$ cat src/rtl/ifft_out_serializer_pkg.sv
// ---------------------------------------------------------------------------
// ifft_ser_pkg
// Shared types for the IFFT output serializer.
//   DW      : width of each real/imaginary sample (signed Q4.12)
//   SC_MAX  : bank depth in complex samples (one full 12-point IFFT result)
//   IDX_W   : width of the sample index / symbol length fields
//   cplx_t  : one complex sample {re, im}
//   nsc_e   : symbol size code as presented with the IFFT done strobe
//   nsc_len : number of samples emitted for a given size code
// ---------------------------------------------------------------------------
package ifft_ser_pkg;

    localparam int DW     = 16;
    localparam int SC_MAX = 12;
    localparam int IDX_W  = 4;

    typedef struct packed {
        logic signed [DW-1:0] re;
        logic signed [DW-1:0] im;
    } cplx_t;

    typedef enum logic [1:0] {
        NSC3    = 2'd0,
        NSC6    = 2'd1,
        NSC12   = 2'd2,
        NSC_RSV = 2'd3
    } nsc_e;

    // The reserved code is handled as a full 12-point symbol.
    function automatic logic [IDX_W-1:0] nsc_len(input nsc_e n);
        logic [IDX_W-1:0] len;
        case (n)
            NSC3:    len = 4'd3;
            NSC6:    len = 4'd6;
            default: len = 4'd12;
        endcase
        return len;
    endfunction

endpackage

$ cat src/rtl/ifft_out_serializer_bank.sv
// ---------------------------------------------------------------------------
// ifft_ser_bank
// One 12-entry complex sample bank plus the symbol length latched with it.
// Ports:
//   clk      : clock, rising edge
//   srst     : synchronous active-high reset, clears samples and length
//   cap_en   : capture strobe; all 12 samples and the length are written
//   cap_nsc  : symbol size code captured alongside the samples
//   cap_data : the 12 complex samples to capture
//   rd_idx   : sample index to present on rd_data
//   rd_data  : stored sample at rd_idx (zero for an out-of-range index)
//   len      : stored symbol length (3, 6 or 12; 0 after reset)
// ---------------------------------------------------------------------------
module ifft_ser_bank
    import ifft_ser_pkg::*;
(
    input  logic             clk,
    input  logic             srst,
    input  logic             cap_en,
    input  nsc_e             cap_nsc,
    input  cplx_t            cap_data [0:SC_MAX-1],
    input  logic [IDX_W-1:0] rd_idx,
    output cplx_t            rd_data,
    output logic [IDX_W-1:0] len
);

    cplx_t            mem_reg [0:SC_MAX-1];
    logic [IDX_W-1:0] len_reg;

    // Per-entry registers rather than a RAM: the whole bank must be written in
    // one cycle and must clear on reset.
    genvar gi;
    generate
        for (gi = 0; gi < SC_MAX; gi++) begin : g_entry
            always_ff @(posedge clk) begin
                if (srst) begin
                    mem_reg[gi] <= '0;
                end else if (cap_en) begin
                    mem_reg[gi] <= cap_data[gi];
                end
            end
        end
    endgenerate

    always_ff @(posedge clk) begin
        if (srst) begin
            len_reg <= '0;
        end else if (cap_en) begin
            len_reg <= nsc_len(cap_nsc);
        end
    end

    always_comb begin
        rd_data = '0;
        if (rd_idx < IDX_W'(SC_MAX)) begin
            rd_data = mem_reg[rd_idx];
        end
    end

    assign len = len_reg;

endmodule

$ cat src/rtl/ifft_out_serializer.sv
// ---------------------------------------------------------------------------
// ifft_out_serializer
// Captures the 12 parallel complex outputs of the SC-FDMA de-precoding IFFT
// on its done strobe and streams the first N (3/6/12) samples, one per beat,
// over a valid/ready link. Two banks let one symbol drain while the next is
// captured. Samples pass through bit-exact.
// Ports:
//   i_clk      : clock, rising edge
//   i_rst      : synchronous active-high reset
//   i_done     : one-cycle capture strobe from the IFFT
//   i_n_sc     : size code sampled with i_done (0:3, 1:6, 2:12, 3:12)
//   i_x_re     : 12 real IFFT outputs, valid with i_done
//   i_x_im     : 12 imaginary IFFT outputs, valid with i_done
//   o_valid    : a sample is presented
//   i_ready    : consumer accepts; a beat transfers on o_valid & i_ready
//   o_re/o_im  : presented sample
//   o_idx      : index of the presented sample within its symbol
//   o_last     : presented sample is the final one of the symbol
//   o_full     : both banks occupied; a capture now would be lost
//   o_overflow : sticky flag, a capture was dropped since the last reset
// ---------------------------------------------------------------------------
module ifft_out_serializer
    import ifft_ser_pkg::*;
#(
    parameter int DATA_WIDTH = DW,      // must match the package sample width
    parameter int MAX_SC     = SC_MAX
) (
    input  logic                         i_clk,
    input  logic                         i_rst,
    input  logic                         i_done,
    input  logic [1:0]                   i_n_sc,
    input  logic signed [DATA_WIDTH-1:0] i_x_re [0:MAX_SC-1],
    input  logic signed [DATA_WIDTH-1:0] i_x_im [0:MAX_SC-1],
    output logic                         o_valid,
    input  logic                         i_ready,
    output logic signed [DATA_WIDTH-1:0] o_re,
    output logic signed [DATA_WIDTH-1:0] o_im,
    output logic [3:0]                   o_idx,
    output logic                         o_last,
    output logic                         o_full,
    output logic                         o_overflow
);

    // ------------------------------------------------------------------
    // Control state
    // ------------------------------------------------------------------
    logic [1:0]       full_reg;
    logic [1:0]       full_next;
    logic             wr_ptr_reg;
    logic             rd_ptr_reg;
    logic [IDX_W-1:0] idx_reg;
    logic             overflow_reg;

    // ------------------------------------------------------------------
    // Bank interface
    // ------------------------------------------------------------------
    cplx_t            cap_data [0:MAX_SC-1];
    cplx_t            bank_rd  [0:1];
    logic [IDX_W-1:0] bank_len [0:1];
    logic [1:0]       bank_cap;

    cplx_t            cur_sample;
    logic [IDX_W-1:0] cur_len;
    logic             cur_valid;
    logic             at_last;
    logic             xfer;
    logic             last_xfer;
    logic             wr_free;
    logic             capture;

    genvar gi;
    generate
        for (gi = 0; gi < MAX_SC; gi++) begin : g_pack
            assign cap_data[gi] = cplx_t'{re: i_x_re[gi], im: i_x_im[gi]};
        end

        for (gi = 0; gi < 2; gi++) begin : g_bank
            assign bank_cap[gi] = capture & (wr_ptr_reg == 1'(gi));

            ifft_ser_bank u_bank (
                .clk      (i_clk),
                .srst     (i_rst),
                .cap_en   (bank_cap[gi]),
                .cap_nsc  (nsc_e'(i_n_sc)),
                .cap_data (cap_data),
                .rd_idx   (idx_reg),
                .rd_data  (bank_rd[gi]),
                .len      (bank_len[gi])
            );
        end
    endgenerate

    // ------------------------------------------------------------------
    // Handshake and capture decisions
    // ------------------------------------------------------------------
    assign cur_sample = bank_rd[rd_ptr_reg];
    assign cur_len    = bank_len[rd_ptr_reg];
    assign cur_valid  = full_reg[rd_ptr_reg];
    assign at_last    = (idx_reg == cur_len - 4'd1);
    assign xfer       = cur_valid & i_ready;
    assign last_xfer  = xfer & at_last;

    // The write bank may be the one whose final beat leaves this cycle; its
    // storage is read before the edge, so it can be refilled at that edge.
    assign wr_free = ~full_reg[wr_ptr_reg] | (last_xfer & (rd_ptr_reg == wr_ptr_reg));
    assign capture = i_done & wr_free;

    // Release before set so a same-cycle drain-and-refill leaves the bank full.
    always_comb begin
        full_next = full_reg;
        if (last_xfer) begin
            full_next[rd_ptr_reg] = 1'b0;
        end
        if (capture) begin
            full_next[wr_ptr_reg] = 1'b1;
        end
    end

    always_ff @(posedge i_clk) begin
        if (i_rst) begin
            full_reg     <= '0;
            wr_ptr_reg   <= 1'b0;
            rd_ptr_reg   <= 1'b0;
            idx_reg      <= '0;
            overflow_reg <= 1'b0;
        end else begin
            full_reg <= full_next;
            if (capture) begin
                wr_ptr_reg <= ~wr_ptr_reg;
            end
            if (last_xfer) begin
                rd_ptr_reg <= ~rd_ptr_reg;
                idx_reg    <= '0;
            end else if (xfer) begin
                idx_reg <= idx_reg + 4'd1;
            end
            if (i_done & ~wr_free) begin
                overflow_reg <= 1'b1;
            end
        end
    end

    // ------------------------------------------------------------------
    // Outputs: all derived from registered state, never from i_x_*
    // ------------------------------------------------------------------
    assign o_valid    = cur_valid;
    assign o_re       = cur_sample.re;
    assign o_im       = cur_sample.im;
    assign o_idx      = idx_reg;
    assign o_last     = cur_valid & at_last;
    assign o_full     = &full_reg;
    assign o_overflow = overflow_reg;

endmodule

$ cat config.mk
export PLATFORM = sky130hd
export DESIGN_NAME = ifft_out_serializer
export DESIGN_NICKNAME = d
export VERILOG_FILES = /design/src/rtl/ifft_out_serializer_pkg.sv /design/src/rtl/ifft_out_serializer_bank.sv /design/src/rtl/ifft_out_serializer.sv
export SDC_FILE = /design/constraint.sdc
export NUM_CORES = 1
export LEC_CHECK = 0
export ABC_CLOCK_PERIOD_IN_PS = 9900
export CAP_MARGIN = 20
export CORE_ASPECT_RATIO = 1.4
export CORE_UTILIZATION = 56
export DETAILED_ROUTE_END_ITERATION = 6
export PLACE_DENSITY = 0.88
export SLEW_MARGIN = 20
export SYNTH_ARGS = -nofsm -noshare
export SYNTH_HDL_FRONTEND = slang
export SYNTH_HIERARCHICAL = 1
export SYNTH_SLANG_ARGS = --single-unit
$ cat constraint.sdc
create_clock -name i_clk -period 9.9 [get_ports i_clk]
set_clock_uncertainty 0.05 [all_clocks]
set_input_delay 1.98 -clock i_clk [delete_from_list [all_inputs] [get_ports i_clk]]
set_output_delay 1.98 -clock i_clk [all_outputs]
set_load 0.01 [all_outputs]
* Word-level counts from Yosys, hierarchy flattened
Memories as Yosys holds them, arrays and structs flattened. A register that Yosys moved wholly into a read port is not among the register bits.
Index checks and enable logic that the tools add are counted.
** Storage, ports and cells
- Logic and storage cells :: 121
- RAM bits :: 768
- Bits of input ports :: 390
- Register bits :: 17
- Output and inout bits :: 40
- Memories kept :: 2
** Memory list
- g_bank[0].u_bank.mem_reg :: depth 12, bits a word 32, read ports 1, clocked after Yosys merged registers in 1, write ports 12, line ifft_out_serializer_bank.sv:27 : cplx_t mem_reg [0:SC_MAX-1];
- g_bank[1].u_bank.mem_reg :: depth 12, bits a word 32, read ports 1, clocked after Yosys merged registers in 1, write ports 12, line ifft_out_serializer_bank.sv:27
** Cells by class
- Mux-type cells :: 55
- Bitwise gates (word level) :: 41
- Add/sub/neg operators :: 2
- Equal/unequal tests :: 3
- Reductions and logical operators :: 5
- $lt $le $gt $ge :: 6
** Operator list (count)
- $mux W32 :: 29
- $mux W4 :: 7
- $or A1 B1 Y1 :: 25
- $mux W1 :: 14
- $and A1 B1 Y1 :: 8
- $pmux W4 S2 :: 1
- $add A4 B1 Y4 const B :: 1
- $eq A4 B4 Y1 :: 1
- $lt A1 B2 Y1 const B :: 2
- $lt A4 B4 Y1 const B :: 1
- $mux W2 :: 2
- $not A1 Y1 :: 4
- $sub A4 B1 Y4 const B :: 1
- $and A2 B2 Y2 :: 1
- $demux W1 S1 :: 2
- $eq A2 B1 Y1 const B :: 1
- $ge A1 B1 Y1 const B :: 2
- $ge A2 B2 Y1 const B :: 1
- $logic_and A1 B1 Y1 :: 2
- $logic_not A2 Y1 :: 1
- $not A1 Y2 :: 1
- $not A2 Y2 :: 1
- $or A2 B2 Y2 :: 1
- $reduce_and A2 Y1 :: 1
- 2 further kinds :: 2

* Longest topological paths before layout
Gate-level depths: netlist of run 1.
- Depth in word-level cells :: 15
- Depth in mapped cells :: 14
- Depth with buffers taken out :: 9

* Modules after synthesis
The synthesis of run 1 kept the hierarchy.
** Modules (own cells, without submodules)
- ifft_ser_bank :: sequential area each 11611.1 um^2, area an instance 17197.7 um^2, cells an instance 1054, instances 2
- ifft_out_serializer :: sequential area each 180.2 um^2, area an instance 1063.5 um^2, cells an instance 116, instances 1

* Worst setup path before layout of run 1
No wires, ideal clock.
- Kind :: input to register
- Start point :: input i_ready
- End point :: memory g_bank[1].u_bank/mem_reg[0][0] (netlist name), enable pin
- Library setup time :: 0.589 ns
- Setup slack :: 1.805 ns
- Data arrival time :: 7.456 ns
- Stages on the path :: 6
- Path buffers :: 1
- Cells stage by stage :: and3_1 > nand3_1 > o31ai_1 > nor2b_1 > buf_2 > or2_2
** RTL lines
- from (decl) :: line ifft_out_serializer.sv:35 : input logic i_ready,
- to (decl) :: line ifft_out_serializer_bank.sv:27

==> impl_results.md, run 1 <==
* Critical path class: reg -> out
* Arrival time worst endpoint at 4.07 ns
* CP Cell Sequence: buf_4 -> nand2b_2 -> o21ai_0 -> mux2_2 -> clkdlybuf4s50_1
* Final Core Density at between 60 and 70%
* Initial drt markers at 1814
* #FFs+latches synth at 785
* Mapped cell area at 35500 µm²
* Reg2Reg Setup Slack at 4.61 ns
* Highest routed layer: met5
* Clk pin slew, worst setup/hold paths at 0.07 ns
* WL met2 at ~47000 µm
* Tcrit/Tclk final at 61.6%
* Root buf cell: clkbuf_16
* Via-to-Cell Ratio at around 5.9
* Vias at 20585
* Bufs and invs on worst path at 2
* Hold path cells at 2
* DR DRC count at 0
* Pwr dens at 177 nW/µm²
* Hold_sp: g_bank[0].u_bank/len[1]
* Cell Count, Final, Fillers Out at roughly 3500
* Routed wl met3 at 6800 µm
* RSZ-0062 raised after global routing: false
* Initial antenna violation count at 39
* Die area at between 60000 and 70000 µm²
* Min cycle time layout at 6.10 ns
* Routed met1 length at about 30000 µm
* Run status: complete, no violations
* First-pass GRT wire length at 129000 µm
* Worst reg2reg path endpoint: g_bank[1].u_bank/mem_reg[4][17]
* Slew @ Worst Pin at 1.29 ns
* DPL Wire Length at between 50000 and 60000 µm
* CP max stage delay at between 0.8 and 0.9 ns
* Routed len/inst at 25.2 µm
* First-pass detailed-route iteration total at 5
* Reg2Reg Launch Point: rd_ptr_reg
* ANT nets after route at 0
* Overall Global Routing Usage at 27.3%
* GR Overflow Total at 0
* Max-cap violations at 0
* Final Hold Fails at 0
* Endpoints failing setup at 0
* Largest net degree at the start of global routing at roughly 270
* Critical path endpoint category: output pin
* Slew margin rel. at around 14%
* Number of global-route vias before repair at 21884
* Cell Rows at between 100 and 150
* WHS Endpoint: g_bank[0].u_bank/len[1]
* Delay-heaviest family, CP: buffers and inverters
* Worst EP required at just under 8 ns
* Yosys warns at 6
* Gpl congestion at 0.829
* Starting density of the core at between 50% and 60%
* Max FFs per register at 768
* Crit path launch type: flip-flop
* Routed wire length at 88400 µm
* Die Height at 300 µm
* # IOs at 430
* Final TNS setup at 0 ns
* Clock sinks at 785
* Post-CTS resize count at 0
* Share of cells above drive strength 1 at 14.1%
* Total CTS buffers at 74
* VDD IR max at 0.000157 V
* NumNets Final at 2984
* Crit-path max FO at 55
* Layout area overhead at 20.7%
* Syn Inst Count at ~2200
* Postcts setup bufs at 0
* Worst hold slack at roughly 0.45 ns
* Hold WC Path Type: reg -> reg
* Mean Syn Cell Area at 15.9 µm²
* TritonCTS clock tree: done
* Slowest cell on the critical path: nand2b_2
* CTS Hold Bufs at 0
* Clock latency on the worst-skew pair at 0.62 ns
* Maximum clock frequency at 164 MHz
* Post-Syn Nets at 2616
* Post-synthesis sequential area ratio at 66.0%
* Buffers on Ports at roughly 430
* Core area at ~62000 µm²
* # H-tree levels at 3
* Leak at about 15 nW
* Final-report max-slew violation count at 0
* Dpl cells at ~3300
* Synth cell types at 44
* Clk buf depth at 3
* Floorplan die width at between 200 and 250 µm
* Worst-case reg-to-reg path depth at 11
-- placed cells by master (no fill, tap or decap), types with 3 or more instances in the layout --
cell type,count
and2_1,769
edfxtp_1,768
clkdlybuf4s50_1,429
mux4_2,186
clkbuf_16,74
inv_1,68
a22oi_1,64
o21ai_0,44
mux2_2,33
diode_2,30
o21ai_1,23
clkinv_2,18
nor2_1,17
clkinv_1,16
dfxtp_1,12
mux2i_1,9
clkbuf_1,9
bufinv_16,8
nand2_1,7
buf_4,7
buf_12,7
a21oi_1,6
nor2b_4,6
mux4_1,6
nor2_4,5
a211oi_1,5
dfxtp_4,5
xnor2_1,4
inv_6,4
nand2b_2,4
nor3_1,3
-- metal layers --
layer  vias to the layer above  track usage, %
met3                       222            5.84
li1                       8972               -
met2                       909            48.0
met4                        20            14.2
met5                         -               0
met1                     10462            31.4
-- where the power goes --
group | total [W] | switching (W) | leakage [nW] | internal [W]
clock | 0.00286 | 0.00125 | 1.20 | 0.00160
combinational | 0.000708 | 0.000344 | 5.96 | 0.000363
sequential | 0.00400 | 0.0000763 | 8.27 | 0.00393
-- synth_stat cells, drive strengths merged --
| cell type | count | area, µm² |
|---|---|---|
| a211oi | 5 | 37.5 |
| a21o | 1 | 7.51 |
| a21oi | 6 | 30.0 |
| a22oi | 64 | 480 |
| and2 | 769 | 4810 |
| and3 | 1 | 6.26 |
| buf | 63 | 470 |
| clkbuf | 90 | 345 |
| dfxtp | 17 | 340 |
| edfxtp | 768 | 23100 |
| ha | 2 | 25.0 |
| inv | 68 | 255 |
| mux2 | 35 | 402 |
| mux2i | 10 | 104 |
| mux4 | 192 | 4350 |
| nand2 | 7 | 26.3 |
| nand2b | 5 | 31.3 |
| nand3 | 1 | 5.00 |
| nand3b | 1 | 7.51 |
| nand4 | 2 | 12.5 |
| nor2 | 23 | 101 |
| nor2b | 8 | 50.1 |
| nor3 | 3 | 15.0 |
| nor3b | 1 | 7.51 |
| nor4 | 3 | 31.3 |
| o21ai | 67 | 335 |
| o31ai | 2 | 15.0 |
| o41ai | 1 | 16.3 |
| or2 | 2 | 12.5 |
| xnor2 | 5 | 51.3 |
| xor2 | 2 | 17.5 |
-- worst max path at each step --
stage          startpoint                         endpoint  slack (ns)  cells past startpoint
4_1_cts          o_idx[3]                          o_im[4]        3.72                      5
3_5_place_dp      i_ready  g_bank[0].u_bank/mem_reg[0][18]        3.71                      8
5_1_grt          o_idx[1]                          o_re[0]        3.58                      6
6_report         o_idx[3]                          o_im[2]        3.80                      5
3_3_place_gp      i_ready  g_bank[0].u_bank/mem_reg[7][12]        3.83                      8
2_1_floorplan     i_ready   g_bank[1].u_bank/mem_reg[0][0]        1.80                      6
-- worst min-delay path, stage by stage (launching register included) --
cell	delay (ns)
dfxtp_1	0.32
nor2_1	0.08
a211oi_1	0.05
-- final cells by class --
class / count / area [µm²]
fillers: 4014 / 19500
multi-input cells: 1218 / 11100
inverters: 68 / 255
clock buffers: 83 / 1890
clock inverters: 52 / 537
repair buffers: 445 / 4530
well taps: 825 / 1030
diodes: 30 / 75.1
flip-flops and latches: 785 / 23400
-- logic make-up after synthesis --
group / synth area share, %
buffers and inverters: 3.02
xor gates and xnor gates: 0.194
DFF: 66.0
muxes: 13.7
and+or+nand+nor: 14.4
AOI/OAI and AO/OA: 2.60
adders and majority gates: 0.0706
-- stage by stage --
stage,cell area (µm²),setup WS [ns],power [W]
after floorplan,35500,1.80,0.00444
after global placement,40300,3.83,0.00473
after detailed placement,40300,3.71,0.00477
after CTS,42700,3.72,0.00761
after global routing,42800,3.58,0.00779
final,42800,3.80,0.00757
Note: power is estimated with default switching activity, not from simulation.
==> run 2, diff against run 1 <==
--- a/config.mk
+++ b/config.mk
@@ -5,7 +5,7 @@
 export SDC_FILE = /design/constraint.sdc
 export NUM_CORES = 1
 export LEC_CHECK = 0
-export ABC_CLOCK_PERIOD_IN_PS = 9900
+export ABC_CLOCK_PERIOD_IN_PS = 5800
 export CAP_MARGIN = 20
 export CORE_ASPECT_RATIO = 1.4
 export CORE_UTILIZATION = 56
==> constraint.sdc (replaced) <==
create_clock -name i_clk -period 5.8 [get_ports i_clk]
set_clock_uncertainty 0.05 [all_clocks]
set_input_delay 1.16 -clock i_clk [delete_from_list [all_inputs] [get_ports i_clk]]
set_output_delay 1.16 -clock i_clk [all_outputs]
set_load 0.01 [all_outputs]
==> run 2 against run 1 <==
Net effect:
- design area increased by 0.70%
- sequential share of layout area decreased by 0.38 points
- via count increased by 0.99%
- global-route usage increased by 0.38 points
- non-clock buffer count increased by 32
- worst setup slack got worse by 2.9 ns
- utilization increased by 0.48 points
- combinational power increased by 79%
- final cell count increased by 0.20%
- largest power group unchanged
==> impl_results.md, run 2 (synthesis gave the netlist of run 1 again) <==
* Run status: complete, no violations
* First-pass detailed-route iteration total at 5 (unchanged)
* # IOs at 430 (unchanged)
* Starting density of the core at 56.9% (unchanged)
* Clk buf depth at 3 (unchanged)
* Vias at 20788 (+0.99%)
* Final-report max-slew violation count at 0 (unchanged)
* Crit path launch type: flip-flop
* Postcts setup bufs at 0 (unchanged)
* Slew @ Worst Pin at 1.11 ns (-0.187 ns)
* Highest routed layer: met5
* Floorplan die width at 215 µm (unchanged)
* Hold WC Path Type: reg -> reg
* Clock sinks at 785 (unchanged)
* Crit-path max FO at 40 (-27%)
* Die Height at 300 µm (unchanged)
* Max-cap violations at 0 (unchanged)
* Endpoints failing setup at 0 (unchanged)
* Hold path cells at 2 (unchanged)
* Via-to-Cell Ratio at 5.92 (+0.78%)
* Largest net degree at the start of global routing at 263 (-1.9%)
* Total power at 0.0129 W (+71%)
* Critical path class: reg -> out
* Reg power frac at 52.8% (about the same)
* Hold_sp: g_bank[1].u_bank/len[3]
* Routed met1 length at 29800 µm (-1.6%)
* Cell Rows at 108 (unchanged)
* Routed len/inst at 25.2 µm (+0.13%)
* Internal power at 0.0101 W (+71%)
* Most frequent cells in the layout: and2_1 (769), edfxtp_1 (768), clkdlybuf4s50_1 (429), mux4_2 (186), clkbuf_16 (76)
* Routed wire length at 88700 µm (+0.33%)
* Maximum clock frequency at slightly above 200 MHz
* Root buf cell: clkbuf_16
* RSZ-0062 raised after global routing: false
* Initial drt markers at 1806 (-0.44%)
* Max FFs per register at 768 (unchanged)
* Clock latency on the worst-skew pair at 0.61 ns (about the same)
* Arrival time worst endpoint at 3.73 ns (-0.34 ns)
* Final TNS setup at 0 ns (unchanged)
* Initial antenna violation count at 15 (-62%)
* Total CTS buffers at 74 (unchanged)
* Post-CTS resize count at 0 (unchanged)
* Worst EP required at 4.59 ns (-3.28 ns)
* # H-tree levels at 3 (unchanged)
* Die area at 64300 µm² (unchanged)
* Commonest non-fill, non-tap cell in the layout: and2_1
* Pwr dens at 300 nW/µm² (+69%)
* Critical path endpoint category: output pin
* Overall Global Routing Usage at 27.7% (+0.38 points)
* Buffers on Ports at 429 (unchanged)
* CTS Hold Bufs at 0 (unchanged)
* DPL Wire Length at 58500 µm (+5.4%)
* NumNets Final at 3016 (+1.1%)
* VDD IR max at 0.000236 V (+50%)
* Placement Setup Slack at 1.18 ns (-2.53 ns)
* Share of cells above drive strength 1 at 15.1% (+1.0 points)
* Routed wl met3 at 6950 µm (+2.2%)
* Number of global-route vias before repair at 22150 (+1.2%)
* Fillers at 3941 (-1.8%)
* Layout area overhead at 21.5%
* Sw frac at 22.0% (-0.19 points)
* TritonCTS clock tree: done
* Gpl congestion at 0.850 (+2.5%)
* PnR worst setup slack at 0.859 ns (-2.94 ns)
* First-pass GRT wire length at 131000 µm (+0.95%)
* Min cycle time layout at approximately 5 ns
* Tcrit/Tclk final at 85.2%
* Worst reg2reg path endpoint: g_bank[1].u_bank/mem_reg[7][25]
* Reg2Reg Launch Point: rd_ptr_reg
* DR DRC count at 0 (unchanged)
* Worst hold slack at 0.446 ns (-0.000356 ns)
* Leak at 15.6 nW (+1.2%)
* P_sw at 0.00284 W (+69%)
* Core area at 62300 µm² (unchanged)
* GR Overflow Total at 0 (unchanged)
* WL met2 at 46400 µm (-2.1%)
* Final Hold Fails at 0 (unchanged)
* Slew margin rel. at 26.1% (+12 points)
* Logic pwr share at 9.8% (+0.4 points)
* Worst-case reg-to-reg path depth at 10 (-1)
* Clk pin slew, worst setup/hold paths at 0.06 ns (about the same)
* Reg2Reg Setup Slack at 1.16 ns (-3.45 ns)
* WHS Endpoint: g_bank[1].u_bank/len[3]
* Final Core Density at 69.2% (+0.48 points)
* ANT nets after route at 0 (unchanged)
* Clock share of power at 37.3% (-0.5 points)
==> run 2: metal layers <==
layer / vias up / track usage, %
met1: 10363 / 31.3
met5: - / 0
met2: 1123 / 48.8
met4: 16 / 16.7
met3: 281 / 5.13
li1: 9005 / -
==> run 2: power by group through the flow <==
stage / combinational [W] / sequential (W) / clock, W
after floorplan: 0.000639 / 0.00691 / 0
after CTS: 0.00127 / 0.00683 / 0.00490
after detailed placement: 0.00126 / 0.00694 / 0
final: 0.00127 / 0.00682 / 0.00482
after global placement: 0.00123 / 0.00690 / 0
after global routing: 0.00135 / 0.00686 / 0.00509
==> run 2: final cells by class <==
class / instances / area [µm²] / share of cell area [%]
Clock buffer: 90 / 1950 / 4.53
Timing Repair Buffer: 477 / 4920 / 11.4
Inverter: 68 / 255 / 0.592
Antenna cell: 8 / 20.0 / 0.0464
Clock inverter: 42 / 432 / 1.00
Tap cell: 825 / 1030 / 2.39
Multi-Input combinational cell: 1218 / 11100 / 25.7
Sequential cell: 785 / 23400 / 54.3
==> run 2: how the worst max path moves through the flow <==
| stage | startpoint | endpoint | slack, ns | cells past startpoint |
|---|---|---|---|---|
| 5_1_grt | o_idx[1] | o_re[6] | 0.74 | 6 |
| 2_1_floorplan | i_ready | g_bank[1].u_bank/mem_reg[0][0] | 0.48 | 6 |
| 6_report | o_idx[2] | o_re[12] | 0.86 | 6 |
| 4_1_cts | o_idx[1] | o_re[6] | 0.81 | 6 |
| 3_3_place_gp | rd_ptr_reg | g_bank[0].u_bank/mem_reg[3][10] | 1.23 | 10 |
| 3_5_place_dp | rd_ptr_reg | g_bank[1].u_bank/mem_reg[7][28] | 1.18 | 10 |
==> run 2: worst max-delay path, stage by stage (launching register included) <==
cell and delay [ns]:
dfxtp_4 0.52, buf_4 0.39, nor2b_4 0.93, a22oi_1 0.31, o21ai_1 0.15, mux2_2 0.19
clkdlybuf4s50_1 0.54
==> run 2: per-stage QoR <==
stage                     instances  instance area (µm²)
after floorplan                2224                35500
after global placement         3373                40700
after detailed placement       3373                40700
after CTS                      3505                43100
after global routing           3511                43100
final                          3513                43100
